--- src/rtl/tlb_pkg.sv ---
// Shared types and default widths for the TLB translator and its replacement logic.
package tlb_pkg;

    localparam int DEF_TLB_ENTRIES = 4;
    localparam int DEF_VPN_W       = 6;
    localparam int DEF_PPN_W       = 2;
    localparam int DEF_OFFSET_W    = 8;
    localparam int DEF_AGE_W       = $clog2(DEF_TLB_ENTRIES);

    typedef enum logic [2:0] {
        IDLE,
        LOOKUP,
        WALK,
        ISSUE,
        FAULT
    } tlb_state_t;

    typedef struct packed {
        logic                 valid;
        logic [DEF_VPN_W-1:0] tag;
        logic [DEF_PPN_W-1:0] ppn;
        logic [DEF_AGE_W-1:0] age;
    } tlb_entry_t;

endpackage

--- src/rtl/tlb_translator_lru.sv ---
// Age-based LRU bookkeeping: ages form a permutation; the oldest entry (or the
// lowest-index invalid one) is the fill victim.
module tlb_lru #(
    parameter int ENTRIES = 4,
    parameter int IDX_W   = $clog2(ENTRIES)
) (
    input  logic               clk,
    input  logic               rst,
    input  logic               i_touch,
    input  logic [IDX_W-1:0]   i_touch_idx,
    input  logic [ENTRIES-1:0] i_valid,
    output logic [IDX_W-1:0]   o_victim_idx
);

    logic [IDX_W-1:0] r_age [ENTRIES];
    logic [IDX_W-1:0] w_touch_age;
    logic [IDX_W-1:0] w_victim;

    assign w_touch_age  = r_age[i_touch_idx];
    assign o_victim_idx = w_victim;

    always_ff @(posedge clk) begin
        if (rst) begin
            for (int i = 0; i < ENTRIES; i++) begin
                r_age[i] <= IDX_W'(i);
            end
        end else if (i_touch) begin
            // Touched entry becomes youngest; only entries younger than it age.
            for (int i = 0; i < ENTRIES; i++) begin
                if (i_touch_idx == IDX_W'(i)) begin
                    r_age[i] <= '0;
                end else if (r_age[i] < w_touch_age) begin
                    r_age[i] <= r_age[i] + 1'b1;
                end
            end
        end
    end

    always_comb begin
        w_victim = '0;
        for (int i = ENTRIES - 1; i >= 0; i--) begin
            if (r_age[i] == IDX_W'(ENTRIES - 1)) begin
                w_victim = IDX_W'(i);
            end
        end
        // Invalid entries take precedence; the descending scan leaves the lowest index.
        for (int i = ENTRIES - 1; i >= 0; i--) begin
            if (!i_valid[i]) begin
                w_victim = IDX_W'(i);
            end
        end
    end

endmodule

--- src/rtl/tlb_translator.sv ---
// Fully associative TLB front-end: translates CPU accesses, walks the page table
// on a miss, and issues physical requests to the cache. Macro TLB_STATS_EN adds hit/miss counters.
module tlb_translator
    import tlb_pkg::*;
#(
    parameter int TLB_ENTRIES = DEF_TLB_ENTRIES,
    parameter int VPN_W       = DEF_VPN_W,
    parameter int PPN_W       = DEF_PPN_W,
    parameter int OFFSET_W    = DEF_OFFSET_W
) (
    input  logic                      clk,
    input  logic                      rst,
    input  logic                      cpu_req,
    input  logic                      cpu_write,
    input  logic [VPN_W+OFFSET_W-1:0] cpu_vaddr,
    input  logic [31:0]               cpu_write_data,
    input  logic                      tlb_flush,
    output logic                      busy,
    output logic                      cache_en,
    output logic                      cache_write,
    output logic [PPN_W+OFFSET_W-1:0] cache_address,
    output logic [31:0]               cache_write_data,
    output logic                      pt_req,
    output logic [VPN_W-1:0]          pt_vpn,
    input  logic                      pt_ack,
    input  logic                      pt_valid,
    input  logic [PPN_W-1:0]          pt_ppn,
    output logic                      page_fault
`ifdef TLB_STATS_EN
    ,
    output logic [15:0]               hit_count,
    output logic [15:0]               miss_count
`endif
);

    localparam int IDX_W = $clog2(TLB_ENTRIES);

    tlb_state_t                  r_state;
    logic                        r_write;
    logic [VPN_W+OFFSET_W-1:0]   r_vaddr;
    logic [31:0]                 r_wdata;
    logic [PPN_W-1:0]            r_issue_ppn;

    logic [TLB_ENTRIES-1:0]      r_valid;
    logic [VPN_W-1:0]            r_tag [TLB_ENTRIES];
    logic [PPN_W-1:0]            r_ppn [TLB_ENTRIES];

    logic [VPN_W-1:0]            w_vpn;
    logic [OFFSET_W-1:0]         w_offset;
    logic [TLB_ENTRIES-1:0]      w_hit_vec;
    logic                        w_hit;
    logic [IDX_W-1:0]            w_hit_idx;
    logic [IDX_W-1:0]            w_victim;
    logic                        w_fill;
    logic                        w_touch;
    logic [IDX_W-1:0]            w_touch_idx;
    logic                        w_issue;
    logic                        w_walk;

    assign w_vpn    = r_vaddr[VPN_W+OFFSET_W-1:OFFSET_W];
    assign w_offset = r_vaddr[OFFSET_W-1:0];

    generate
        for (genvar gi = 0; gi < TLB_ENTRIES; gi++) begin : g_cmp
            assign w_hit_vec[gi] = r_valid[gi] && (r_tag[gi] == w_vpn);
        end
    endgenerate

    assign w_hit = |w_hit_vec;

    always_comb begin
        w_hit_idx = '0;
        for (int i = TLB_ENTRIES - 1; i >= 0; i--) begin
            if (w_hit_vec[i]) begin
                w_hit_idx = IDX_W'(i);
            end
        end
    end

    // A flush in the same cycle as a successful walk suppresses the fill.
    assign w_fill      = (r_state == WALK) && pt_ack && pt_valid && !tlb_flush && !rst;
    assign w_touch     = w_fill || ((r_state == LOOKUP) && w_hit);
    assign w_touch_idx = w_fill ? w_victim : w_hit_idx;

    tlb_lru #(
        .ENTRIES (TLB_ENTRIES),
        .IDX_W   (IDX_W)
    ) u_lru (
        .clk          (clk),
        .rst          (rst),
        .i_touch      (w_touch),
        .i_touch_idx  (w_touch_idx),
        .i_valid      (r_valid),
        .o_victim_idx (w_victim)
    );

    always_ff @(posedge clk) begin
        if (rst || tlb_flush) begin
            r_valid <= '0;
        end else if (w_fill) begin
            r_valid[w_victim] <= 1'b1;
        end
        if (w_fill) begin
            r_tag[w_victim] <= w_vpn;
            r_ppn[w_victim] <= pt_ppn;
        end
    end

    always_ff @(posedge clk) begin
        if (rst) begin
            r_state     <= IDLE;
            r_write     <= 1'b0;
            r_vaddr     <= '0;
            r_wdata     <= '0;
            r_issue_ppn <= '0;
        end else begin
            case (r_state)
                IDLE: begin
                    if (cpu_req) begin
                        r_write <= cpu_write;
                        r_vaddr <= cpu_vaddr;
                        r_wdata <= cpu_write_data;
                        r_state <= LOOKUP;
                    end
                end
                LOOKUP: begin
                    if (w_hit) begin
                        r_issue_ppn <= r_ppn[w_hit_idx];
                        r_state     <= ISSUE;
                    end else begin
                        r_state <= WALK;
                    end
                end
                WALK: begin
                    if (pt_ack) begin
                        r_state <= pt_valid ? LOOKUP : FAULT;
                    end
                end
                ISSUE:   r_state <= IDLE;
                FAULT:   r_state <= IDLE;
                default: r_state <= IDLE;
            endcase
        end
    end

    // Outputs decode from state and captured registers only; rst forces them low immediately.
    assign w_issue          = (r_state == ISSUE) && !rst;
    assign w_walk           = (r_state == WALK) && !rst;
    assign busy             = (r_state != IDLE) && !rst;
    assign cache_en         = w_issue;
    assign cache_write      = w_issue && r_write;
    assign cache_address    = w_issue ? {r_issue_ppn, w_offset} : '0;
    assign cache_write_data = w_issue ? r_wdata : '0;
    assign pt_req           = w_walk;
    assign pt_vpn           = w_walk ? w_vpn : '0;
    assign page_fault       = (r_state == FAULT) && !rst;

`ifdef TLB_STATS_EN
    logic [15:0] r_hit_count;
    logic [15:0] r_miss_count;

    always_ff @(posedge clk) begin
        if (rst) begin
            r_hit_count  <= '0;
            r_miss_count <= '0;
        end else if (r_state == LOOKUP) begin
            if (w_hit) begin
                if (r_hit_count != 16'hFFFF) begin
                    r_hit_count <= r_hit_count + 16'd1;
                end
            end else if (r_miss_count != 16'hFFFF) begin
                r_miss_count <= r_miss_count + 16'd1;
            end
        end
    end

    assign hit_count  = r_hit_count;
    assign miss_count = r_miss_count;
`endif

endmodule

--- config.mk ---
export PLATFORM = sky130hd
export DESIGN_NAME = tlb_translator
export DESIGN_NICKNAME = d
export VERILOG_FILES = /design/src/rtl/tlb_pkg.sv /design/src/rtl/tlb_translator_lru.sv /design/src/rtl/tlb_translator.sv
export SDC_FILE = /design/constraint.sdc
export NUM_CORES = 1
export LEC_CHECK = 0
export ABC_AREA = 1
export ABC_CLOCK_PERIOD_IN_PS = 6700
export CAP_MARGIN = 0
export CORE_MARGIN = 8
export CORE_UTILIZATION = 50
export DETAILED_ROUTE_END_ITERATION = 8
export PLACE_DENSITY = 0.8
export SYNTH_ARGS = -nofsm -noshare
export SYNTH_HDL_FRONTEND = slang
export SYNTH_SLANG_ARGS = --single-unit
--- constraint.sdc ---
create_clock -name clk -period 6.7 [get_ports clk]
set_input_delay 1.005 -clock clk [delete_from_list [all_inputs] [get_ports clk]]
set_output_delay 1.005 -clock clk [all_outputs]
set_load 0.05 [all_outputs]
Word level (Yosys, flattened, before mapping). Memories as Yosys holds them, arrays and structs flattened. A register that Yosys moved wholly into a read port is not among the register bits. Cells that the tools add are included.

Bits in read-only memories: 0. Output and inout port bits: 53. RAM bits: 40. Logic and storage cells: 141. Input bits: 55. Latch bits: 0. Bits in registers: 54. Memories kept: 3.

Memories: r_tag (words 4, width 6, read ports 4, clocked after memory_dff 0, wr ports 1, RTL line tlb_translator.sv:45) `logic [VPN_W-1:0] r_tag [TLB_ENTRIES];`; r_ppn (words 4, width 2, read ports 1, clocked after memory_dff 1, wr ports 1, RTL line tlb_translator.sv:46) `logic [PPN_W-1:0] r_ppn [TLB_ENTRIES];`; u_lru.r_age (words 4, width 2, read ports 5, clocked after memory_dff 0, wr ports 4, RTL line tlb_translator_lru.sv:15) `logic [IDX_W-1:0] r_age [ENTRIES];`.

$lt $le $gt $ge: 6. Bitwise logic cells: 9. Muxes and demuxes: 71. Shift-type cells: 0. Div/mod/pow operators: 0. Equality and inequality tests: 17. Add/sub/neg operators: 4. Reduce and logical (&&, ||, !) cells: 26. Multiply operators: 0.

Operators by type and width (number): $mux W1 (42); $mux W2 (21); $mux W32 (1); $eq A6 B6 Y1 (4); $logic_and A1 B1 Y1 (15); $eq A2 B2 Y1 const B (6); $mux W10 (1); $mux W3 (3); $pmux W3 S3 (1); $add A2 B1 Y2 const B (4); $lt A2 B2 Y1 (4); $or A1 B1 Y1 (8); $eq A3 B2 Y1 const B (2); $mux W6 (1); $reduce_and A2 Y1 (3); $ne A2 B2 Y1 const B (2); $or A4 B4 Y4 (1); $reduce_or A4 Y1 (1); $eq A3 B1 Y1 const B (1); $eq A3 B3 Y1 const B (1); $logic_not A3 Y1 (1); $lt A2 B3 Y1 const B (1); $reduce_bool A3 Y1 (1); $demux W1 S2 (1); other kinds (5) (7).

Depth between registers and ports, before layout. Gate-level depths: netlist of run 1. An unclocked memory read counts as a cell.

Depth after elaboration: 19. Gate-level depth with buffers: 19.

Cells and area by module. Synthesis of run 1 repeated with hierarchy kept, for this count alone.

Cell total of the unflattened synthesis: 577. Area total of the unflattened synthesis: 4619.4 um^2.

By module, submodules not included: tlb_translator (seq. area each 2082.0 um^2, times used 1, cells an instance 478, area an instance 3910.0 um^2); tlb_lru (seq. area each 240.2 um^2, times used 1, cells an instance 99, area an instance 709.4 um^2).

Worst setup path after synthesis of run 1. Ideal clock, no wire load.

Path type: input to output. From: input rst. To: output pt_vpn[0]. Arrival: 2824 ps. Setup slack: 2871 ps. Stages on the path: 4. Buffers on the path: 1. Path through: buf_2 nor2_1 inv_1 nor2_1.

Cells in the longest elaborated chain, start to end: 3.

Ends and longest elaborated chain: start, declared (RTL line tlb_translator.sv:12) `input logic rst,`; $logic_not A1 Y1 (RTL line tlb_translator.sv:148) `assign w_walk = (r_state == WALK) && !rst;`; $logic_and A1 B1 Y1 (RTL line tlb_translator.sv:148); net pt_req (RTL line tlb_translator.sv:23) `output logic pt_req,`; $mux W6 (RTL line tlb_translator.sv:155) `assign pt_vpn = w_walk ? w_vpn : '0;`; end, declared (RTL line tlb_translator.sv:24) `output logic [VPN_W-1:0] pt_vpn,`.

The timed path passes the listed nets, and every way through them passes these cells.

Worst setup path after layout of run 1.
From: input rst. To: output cache_write_data[15].

Cells in the longest elaborated chain, start to end: 3.

Ends and longest elaborated chain: $logic_not A1 Y1 (RTL line tlb_translator.sv:147) `assign w_issue = (r_state == ISSUE) && !rst;`; $logic_and A1 B1 Y1 (RTL line tlb_translator.sv:147); $mux W32 (RTL line tlb_translator.sv:153) `assign cache_write_data = w_issue ? r_wdata : '0;`; end, declared (RTL line tlb_translator.sv:22) `output logic [31:0] cache_write_data,`.

No other way between the ends.

==> metrics.yaml, run 1 <==
slowest_stage: "clkdlybuf4s50_1"
antenna_found_initial: 0
finalSetupViolCount: 0
clk_latency_ps: 360
place_inst: 792
area_delta_synth_final_pct: 29.1
drive_gt1_frac: 0.0990
cp_max_fo: 37
power_mw: 1.25
hold_path.class: "flop to flop"
diodes: 0
dieArea_um2: 12600
ys_warn_count: 0
vdd_ir_drop_max_mv: 0.117
critical_path.cell_chain: "clkdlybuf4s50_1, nor2_1, nand3_1, buf_4, nor2_1, clkdlybuf4s50_1"
grt_first_pass_wirelength_um: 18800
min_delay_worst_endpoint: "r_wdata[22]"
dp_hpwl_um: 8630
min_period_ps: 4300
die_x_um: 112
status: "completed"
setup-tns-final_ps: 0
whs_ps: 457
wire_per_inst_um: 14.0
initial_core_util: 0.510
grt_use_total: 0.182
yosysTopAreaCell: "edfxtp_1"
yosys.cell_types.count: 38
gp_congestion: 0.868
yosysSeqAreaShare: 0.500
worstReg2RegStart: "u_lru.r_age[2][0]"
core-area_um2: 9110
numCtsBuffers: 9
grt_pass1_vias: 4074
max_stage_delay_ps: 830
finalCritPeriodShare: 0.641
overflow: 0
synth_edf_count: 40
final_area_um2: 6000
syn_area_um2: 4640
cts_tree: "yes"
fmax_mhz: 233
htree_levels: 3
fin_skew_ps: 17.1
cp.required_ps: 5690
synth_common_cells: "inv_1, nand2_1, nor2_1, a21oi_1, dfxtp_1"
r2r_slack_ps: 4070
drv_slew: 0
dr.pass1.iters: 5
cap_violations: 0
drc: 0
synth.area.top_cells: "edfxtp_1, dfxtp_1, inv_1, nand2_1, nor2_1"
root_buffer: "clkbuf_8"
cts_hold_buf: 0
ant_nets: 0
worst_pin_slew_ps: 1090
hold_viol: 0
port-buffer-count: 107
syn_inst: 591
viasPerCell: 5.09
worstSetupPathType: "input pin to output port"
ys_ff_latch: 96
worstHoldPathCells: 2
place_area_um2: 5800
start_kind: "input pin"
drtIter0Drc: 194
synth_top_area_share: 0.259
grt_start_max_net_pins: 83
yosys.cell_count.top_type: "inv_1"
r2r_end: "r_ppn[1][1]"
routed_wirelength_um: 11300
cts_sinks: 96
path_clk_slew_ps: 90
num_rows: 35
syn_nets: 650
layout.cells.non_filler: 808
async_flop_share: 0
p_leak_nw: 2.42
ys.flop_type: "dfxtp_1"
cts_resized: 0
postCtsSetupBuffers: 0
io_pins: 108
worstPathArrival_ps: 3290
crit_path_end_kind: "output port"
maxSlewHeadroom: 0.267
fin_nets: 751
rsz0062_at_grt: "false"
r2r_cells: 6
hp-start: "r_wdata[22]"
power_density_nw_per_um2: 208
num_vias: 4110
synth.avg_cell_area_um2: 7.86
die_height_um: 112
cts_buffer_depth: 2
cells by family (layout without fill, tap and decap cells):
kind of cell	Yosys count	after routing	share of synthesized area
DFF	96	96	0.500
AOI/OAI and AO/OA	129	129	0.151
and+or+nand+nor	233	233	0.231
adders and majority gates	4	4	0.0108
xor gates and xnor gates	2	2	0.00377
buffers and inverters	127	233	0.104
metal layers:
metal	track usage	routed length [um]	up-vias
met5	0	0	-
met4	0.0647	174	0
met3	0.0709	1030	20
met2	0.294	5080	137
met1	0.216	5020	1858
li1	-	-	2095
flip-flops by register name, summed over array words and instances, names as in the netlist:
| name | count |
|---|---|
| r_issue_ppn | 2 |
| r_ppn | 8 |
| r_wdata | 32 |
| r_vaddr | 14 |
| r_valid | 4 |
| u_lru.r_age | 8 |
| r_state | 3 |
| r_tag | 24 |
| r_write | 1 |
critical path, delay by kind of cell:
family,cells,cell delay (ps)
buffers and inverters,3,1730
and+or+nand+nor,3,530
final cells by class:
cell class              count  area, um2
multi-input cells         368       1840
inverters                 106        398
clock inverters             7       71.3
well taps                 111        139
repair buffers            111       1100
fillers                   742       3110
clock buffers               9        124
flip-flops and latches     96       2320
cells in the final DEF, fill, tap and decap left out, types with 3 or more instances in the layout:
cell	n
nand3_1	33
inv_1	93
nand3_4	3
inv_2	13
nand3_2	5
clkbuf_8	9
nor3_1	3
ha_1	4
o21ai_0	52
nand2_2	15
a21oi_1	57
dfxtp_1	56
buf_4	4
nand2_1	81
edfxtp_1	40
nor2_1	79
nor2_2	6
o21ai_1	6
clkdlybuf4s50_1	107
metrics by stage:
step | util | setup slack, ps
after floorplan | - | 2870
after global placement | 0.637 | 2470
after detailed placement | 0.637 | 2400
after CTS | 0.659 | 2390
after global routing | 0.659 | 2210
final | 0.659 | 2400
worst max-delay path by stage:
stage / slack [ps] / endpoint / cells after the start / startpoint
final: 2400 / cache_write_data[15] / 6 / rst
after detailed placement: 2400 / cache_write_data[15] / 6 / rst
after CTS: 2390 / cache_write_data[15] / 6 / rst
after global placement: 2470 / cache_address[8] / 6 / rst
after global routing: 2210 / cache_address[8] / 6 / rst
after floorplan: 2870 / pt_vpn[0] / 4 / rst
power by group:
part | internal, mW | total (mW) | switching, mW
clock network | 0.146 | 0.367 | 0.221
logic | 0.0760 | 0.198 | 0.122
registers | 0.655 | 0.680 | 0.0250
Power figures use the tool's default switching activity.
==> inputs of run 2 (changes only) <==
--- a/config.mk
+++ b/config.mk
@@ -6,12 +6,12 @@
 export NUM_CORES = 1
 export LEC_CHECK = 0
 export ABC_AREA = 1
-export ABC_CLOCK_PERIOD_IN_PS = 6700
+export ABC_CLOCK_PERIOD_IN_PS = 3470
 export CAP_MARGIN = 0
 export CORE_MARGIN = 8
-export CORE_UTILIZATION = 50
+export CORE_UTILIZATION = 45
 export DETAILED_ROUTE_END_ITERATION = 8
-export PLACE_DENSITY = 0.8
+export PLACE_DENSITY = 0.76
 export SYNTH_ARGS = -nofsm -noshare
 export SYNTH_HDL_FRONTEND = slang
 export SYNTH_SLANG_ARGS = --single-unit
==> constraint.sdc (replaced) <==
create_clock -name clk -period 3.47 [get_ports clk]
set_input_delay 0.5205 -clock clk [delete_from_list [all_inputs] [get_ports clk]]
set_output_delay 0.5205 -clock clk [all_outputs]
set_load 0.05 [all_outputs]
==> run 2 against run 1 <==
Cell area is 8.2% higher. Sequential power is 94% higher. Sequential share of layout area is 2.9 points lower. Final cell count is 3.7% higher. First-iteration DRC count is 27% lower. Utilization is 2.2 points lower. Clock power is 77% higher. Largest power group unchanged.
==> metrics.yaml, run 2 (same netlist as run 1, synthesis figures left out) <==
status: "completed"  # unchanged
dr.pass1.iters: 4  # was 5
p_sw_uw: 684  # was 368 uW
worstSetupPathType: "input pin to output port"  # unchanged
drtIter0Drc: 142  # was 194
drv_slew: 0  # unchanged
cts_sinks: 96  # unchanged
path_delay_family: "buffers and inverters"  # unchanged
ant_nets: 0  # unchanged
path_clk_slew_ps: 100  # was 90 ps
pwr-share-clk: 0.273  # was 0.295
slowest_stage: "clkdlybuf4s50_1"  # unchanged
dp_hpwl_um: 9340  # was 8630 um
initial_core_util: 0.456  # was 0.510
mostFrequentLayoutCells: "inv_1, nand2_1, nor2_1"  # was clkdlybuf4s50_1, inv_1, nand2_1
setup_ws_ps: 600  # was 2400 ps
min_period_ps: 2870
largest_register_ffs: 32  # unchanged
min_delay_worst_endpoint: "r_wdata[6]"  # was r_wdata[22]
cts_tree: "yes"  # unchanged
finalSetupViolCount: 0  # unchanged
p_leak_nw: 2.64  # was 2.42 nW
worstHoldPathCells: 2  # unchanged
critical_path.cell_chain: "clkdlybuf4s50_1, buf_4, nor2_1, inv_1, nor2_1, clkdlybuf4s50_1"  # was clkdlybuf4s50_1, nor2_1, nand3_1, buf_4, nor2_1, clkdlybuf4s50_1
port-buffer-count: 107  # unchanged
routed_wirelength_um: 12100  # was 11300 um
regMostFlops: "r_wdata"  # unchanged
cts_resized: 0  # unchanged
setup-tns-final_ps: 0  # unchanged
overflow: 0  # unchanged
root_buffer: "clkbuf_8"  # unchanged
finalCritPeriodShare: 0.827
die_x_um: 118  # was 112 um
cap_violations: 0  # unchanged
gp_congestion: 0.883  # was 0.868
diodes: 0  # unchanged
viasPerCell: 4.98  # was 5.09
grt_first_pass_wirelength_um: 19900  # was 18800 um
layout.cells.non_filler: 838  # was 808
intPower_mw: 1.69  # was 877 uW
hp-start: "r_wdata[6]"  # was r_wdata[22]
cp_max_fo: 10  # was 37
comb_power_share: 0.172  # was 0.159
num_vias: 4170  # was 4110
place_area_um2: 6320  # was 5800 um2
r2r_end: "u_lru.r_age[2][1]"  # was r_ppn[1][1]
final_common_cell: "inv_1"  # was clkdlybuf4s50_1
place_inst: 822  # was 792
sw_frac_of_total: 0.289  # was 0.296
hold_path.class: "flop to flop"  # unchanged
fmax_mhz: 348
max_stage_delay_ps: 820  # was 830 ps
fin_nets: 756  # was 751
die_height_um: 118  # was 112 um
fin_skew_ps: 12.8  # was 17.1 ps
cp.required_ps: 2950  # was 5690 ps
maxSlewHeadroom: 0.421  # was 0.267
crit_path_end_kind: "output port"  # unchanged
power_density_nw_per_um2: 365  # was 208 nW/um2
worstPathArrival_ps: 2350  # was 3290 ps
rsz0062_at_grt: "false"  # unchanged
clk_latency_ps: 360  # about the same
r2r_slack_ps: 980  # was 4070 ps
seqPwrFrac: 0.555  # was 0.546
drc: 0  # unchanged
critPathBufInv: 4  # was 3
numCtsBuffers: 9  # unchanged
worst_pin_slew_ps: 865  # was 1090 ps
antenna_found_initial: 0  # unchanged
start_kind: "input pin"  # unchanged
dieArea_um2: 13800  # was 12600 um2
num_rows: 37  # was 35
grt_start_max_net_pins: 55  # was 83
reg_top3: "r_wdata (32), r_tag (24), r_vaddr (14)"  # unchanged
vdd_ir_drop_max_mv: 0.231  # was 0.117 mV
power_mw: 2.37  # was 1.25 mW
wire_per_inst_um: 14.5  # was 14.0 um
r2r_cells: 13  # was 6
final_area_um2: 6490  # was 6000 um2
cts_buffer_depth: 2  # unchanged
grt_pass1_vias: 4241  # was 4074
area_delta_synth_final_pct: 39.7  # was 29.1%
core-area_um2: 10200  # was 9110 um2
htree_levels: 3  # unchanged
pre_cts_ws_ps: 609  # was 2400 ps
drive_gt1_frac: 0.162  # was 0.0990
num-fill-cells: 863  # was 742
io_pins: 108  # unchanged
hold_viol: 0  # unchanged
worstReg2RegStart: "u_lru.r_age[2][0]"  # unchanged
postCtsSetupBuffers: 0  # unchanged
cts_hold_buf: 0  # unchanged
grt_use_total: 0.174  # was 0.182
==> run 2: changes by cell type in the layout (fill, tap and decap cells not counted) <==
cell / change
buf_12: +45
inv_8: -2
clkinv_8: -1
clkdlybuf4s50_1: -44
buf_4: +4
clkbuf_1: +2
inv_6: -1
clkinv_1: +2
==> run 2: cell type report <==
cell class,instances,area (um2),area share
well taps,136,170,0.0262
inverters,106,398,0.0613
repair buffers,116,1590,0.245
multi-input cells,368,1840,0.284
flip-flops and latches,96,2320,0.358
clock inverters,5,31.3,0.00482
clock buffers,11,131,0.0203
==> run 2: through the flow <==
step / utilization / hold WS, ps
6_report: 0.637 / 454
5_1_grt: 0.637 / 474
4_1_cts: 0.637 / 457
3_5_place_dp: 0.621 / 442
3_3_place_gp: 0.621 / 439
2_1_floorplan: - / 429
==> run 2: worst max path at each step <==
stage / from / end / depth (start not counted)
final: rst / pt_vpn[2] / 6
after global routing: rst / pt_vpn[4] / 6
after global placement: rst / pt_vpn[3] / 6
after detailed placement: rst / pt_vpn[2] / 6
after floorplan: rst / pt_vpn[0] / 4
after CTS: rst / pt_vpn[2] / 6
==> run 2: worst reg2reg max path, stage by stage, from the launching register on <==
cell and delay [ps]:
edfxtp_1 430, ha_1 250, o21bai_1 160, a21oi_1 80, o21ai_1 300, nand3_4 210, nand2_4 170, nand2_2 80
nand2_1 80, nand2_2 80, nand3_1 80, nand2_1 100, nand2_2 110, nand3_1 100
==> run 2: power by group through the flow <==
stage | Clock, mW | Combinational [mW] | Sequential [mW]
4_1_cts | 0.653 | 0.410 | 1.31
3_5_place_dp | 0 | 0.407 | 1.34
6_report | 0.648 | 0.407 | 1.32
2_1_floorplan | 0 | 0.256 | 1.33
5_1_grt | 0.693 | 0.457 | 1.33
3_3_place_gp | 0 | 0.393 | 1.34
==> run 2: routing by layer <==
layer,vias to the layer above,global-route usage,share of wire
met4,0,0.0737,0.023
met5,-,0,0
met1,1921,0.179,0.40
met3,21,0.0758,0.092
li1,2106,-,-
met2,122,0.303,0.49
==> inputs of run 3 (changes only) <==
--- a/config.mk
+++ b/config.mk
@@ -6,12 +6,12 @@
 export NUM_CORES = 1
 export LEC_CHECK = 0
 export ABC_AREA = 1
-export ABC_CLOCK_PERIOD_IN_PS = 3470
+export ABC_CLOCK_PERIOD_IN_PS = 2800
 export CAP_MARGIN = 0
 export CORE_MARGIN = 8
-export CORE_UTILIZATION = 45
+export CORE_UTILIZATION = 50
 export DETAILED_ROUTE_END_ITERATION = 8
-export PLACE_DENSITY = 0.76
+export PLACE_DENSITY = 0.8
 export SYNTH_ARGS = -nofsm -noshare
 export SYNTH_HDL_FRONTEND = slang
 export SYNTH_SLANG_ARGS = --single-unit
==> constraint.sdc (replaced) <==
create_clock -name clk -period 2.8 [get_ports clk]
set_input_delay 0.42 -clock clk [delete_from_list [all_inputs] [get_ports clk]]
set_output_delay 0.42 -clock clk [all_outputs]
set_load 0.05 [all_outputs]
==> run 3 against run 2 <==
Utilization grew 8.6 points. Worst setup slack got worse by 310 ps. Sequential share of layout area down 0.52 points. Non-clock buffer count unchanged. Register-to-register slack got worse by 690 ps. Final cell count down 3.0%. Wire length increased by 4.4%. Critical endpoint is now u_lru.r_age[1][0].
==> metrics.yaml, run 3 (same netlist as run 1, synthesis figures left out) <==
status: "completed"  # unchanged
grt_first_pass_wirelength_um: 20300  # was 19900 um
port-buffer-count: 107  # unchanged
cts_sinks: 96  # unchanged
overflow: 0  # unchanged
sw_frac_of_total: 0.293  # was 0.289
seqPwrFrac: 0.524  # was 0.555
cp_max_fo: 10  # unchanged
die_height_um: 112  # was 118 um
antenna_found_initial: 0  # unchanged
routed_wirelength_um: 12700  # was 12100 um
drc: 0  # unchanged
clk_latency_ps: 370  # was 360 ps
root_buffer: "clkbuf_8"  # unchanged
setup_ws_ps: 292  # was 600 ps
htree_levels: 3  # unchanged
dp_hpwl_um: 9630  # was 9340 um
gp_congestion: 0.849  # was 0.883
worst_pin_slew_ps: 663  # was 865 ps
io_pins: 108  # unchanged
drv_slew: 0  # unchanged
pre_cts_ws_ps: 233  # was 609 ps
worstSetupPathType: "flop to flop"  # was input pin to output port
path_clk_slew_ps: 100  # about the same
regMostFlops: "r_wdata"  # unchanged
power_mw: 3.12  # was 2.37 mW
num_rows: 35  # was 37
grt_pass1_vias: 4195  # was 4241
num-fill-cells: 678  # was 863
rsz0062_at_grt: "false"  # unchanged
postCtsSetupBuffers: 0  # unchanged
hold_viol: 0  # unchanged
finalCritPeriodShare: 0.896
cp.required_ps: 2910  # was 2950 ps
crit_path_end_kind: "flop"  # was output port
intPower_mw: 2.20  # was 1.69 mW
diodes: 0  # unchanged
initial_core_util: 0.510  # was 0.456
fin_nets: 756  # unchanged
finalSetupViolCount: 0  # unchanged
viasPerCell: 5.17  # was 4.98
numCtsBuffers: 9  # unchanged
dieArea_um2: 12600  # was 13800 um2
seqCellArea_um2: 2320  # unchanged
pwr-share-clk: 0.311  # was 0.273
reg_top3: "r_wdata (32), r_tag (24), r_vaddr (14)"  # unchanged
slowest_stage: "edfxtp_1"  # was clkdlybuf4s50_1
start_kind: "flop"  # was input pin
p_leak_nw: 2.71  # was 2.64 nW
ant_nets: 0  # unchanged
p_sw_uw: 911  # was 684 uW
hold_path.class: "flop to flop"  # unchanged
mostFrequentLayoutCells: "inv_1, nand2_1, nor2_1"  # unchanged
cts_tree: "yes"  # unchanged
drtIter0Drc: 194  # was 142
dr.pass1.iters: 4  # unchanged
die_x_um: 112  # was 118 um
setup-tns-final_ps: 0  # unchanged
maxSlewHeadroom: 0.556  # was 0.421
fmax_mhz: 399
core-area_um2: 9110  # was 10200 um2
fin_skew_ps: 8.03  # was 12.8 ps
cts_hold_buf: 0  # unchanged
num_vias: 4207  # was 4170
area_delta_synth_final_pct: 41.8  # was 39.7%
comb_power_share: 0.165  # was 0.172
worstPathArrival_ps: 2610  # was 2350 ps
grt_use_total: 0.200  # was 0.174
cap_violations: 0  # unchanged
multi_input_area_um2: 1840  # unchanged
largest_register_ffs: 32  # unchanged
cts_resized: 0  # unchanged
wire_per_inst_um: 15.6  # was 14.5 um
min_period_ps: 2510
vdd_ir_drop_max_mv: 0.262  # was 0.231 mV
cp_common_cell: "nand2_1"
critical_path.cell_chain: "ha_1, o21bai_1, a21oi_1, o21ai_1, nand3_4, nand2_4, nand2_1, nand2_1, nand2_1, nand3_1, nand2_1, nand2_2, nand3_1"  # was clkdlybuf4s50_1, buf_4, nor2_1, inv_1, nor2_1, clkdlybuf4s50_1
max_stage_delay_ps: 440  # was 820 ps
power_density_nw_per_um2: 473  # was 365 nW/um2
final_common_cell: "inv_1"  # unchanged
grt_start_max_net_pins: 57  # was 55
drive_gt1_frac: 0.181  # was 0.162
cts_buffer_depth: 2  # unchanged
==> run 3: final timing paths <==
| check | startpoint | to | slack (ps) | depth (start not counted) |
|---|---|---|---|---|
| worst max register to register | u_lru.r_age[2][0] | u_lru.r_age[1][0] | 290 | 13 |
| worst min-delay path | r_vaddr[6] | r_vaddr[6] | 460 | 2 |
| worst min register to register | r_vaddr[6] | r_vaddr[6] | 460 | 2 |
| worst max-delay path | u_lru.r_age[2][0] | u_lru.r_age[1][0] | 290 | 13 |
==> run 3: power groups by stage <==
stage          registers (mW)  logic [mW]  clock network (mW)
2_1_floorplan            1.64       0.318                   0
3_3_place_gp             1.66       0.490                   0
3_5_place_dp             1.66       0.509                   0
4_1_cts                  1.63       0.514               0.975
5_1_grt                  1.64       0.571                1.03
6_report                 1.63       0.513               0.970
==> run 3: metal layers <==
layer | part of all wire | track usage | routed length, um
met5 | 0 | 0 | 0
met3 | 0.097 | 0.0859 | 1220
met2 | 0.47 | 0.333 | 5990
met1 | 0.41 | 0.223 | 5230
met4 | 0.018 | 0.0755 | 232
==> run 3: worst max-delay path, delay by kind of cell (launching register included) <==
family	cells	cell delay, ps
fa+ha+maj	1	250
flops	1	440
compound gates	3	580
simple gates	9	970
==> run 3: per-stage QoR <==
stage,area [um2],hold WS (ps),util,cells
after detailed placement,6370,444,0.699,797
after global routing,6580,475,0.723,813
final,6580,460,0.723,813
after CTS,6580,460,0.723,813
after floorplan,4640,429,-,591
after global placement,6370,438,0.699,797
==> run 3: final cells by class <==
type                       count  share of cell area
sequential                    96               0.353
inverter                     106              0.0604
multi-input combinational    368               0.280
clock inverter                 7              0.0135
timing repair buffer         116               0.254
tap                          111              0.0211
clock buffer                   9              0.0188
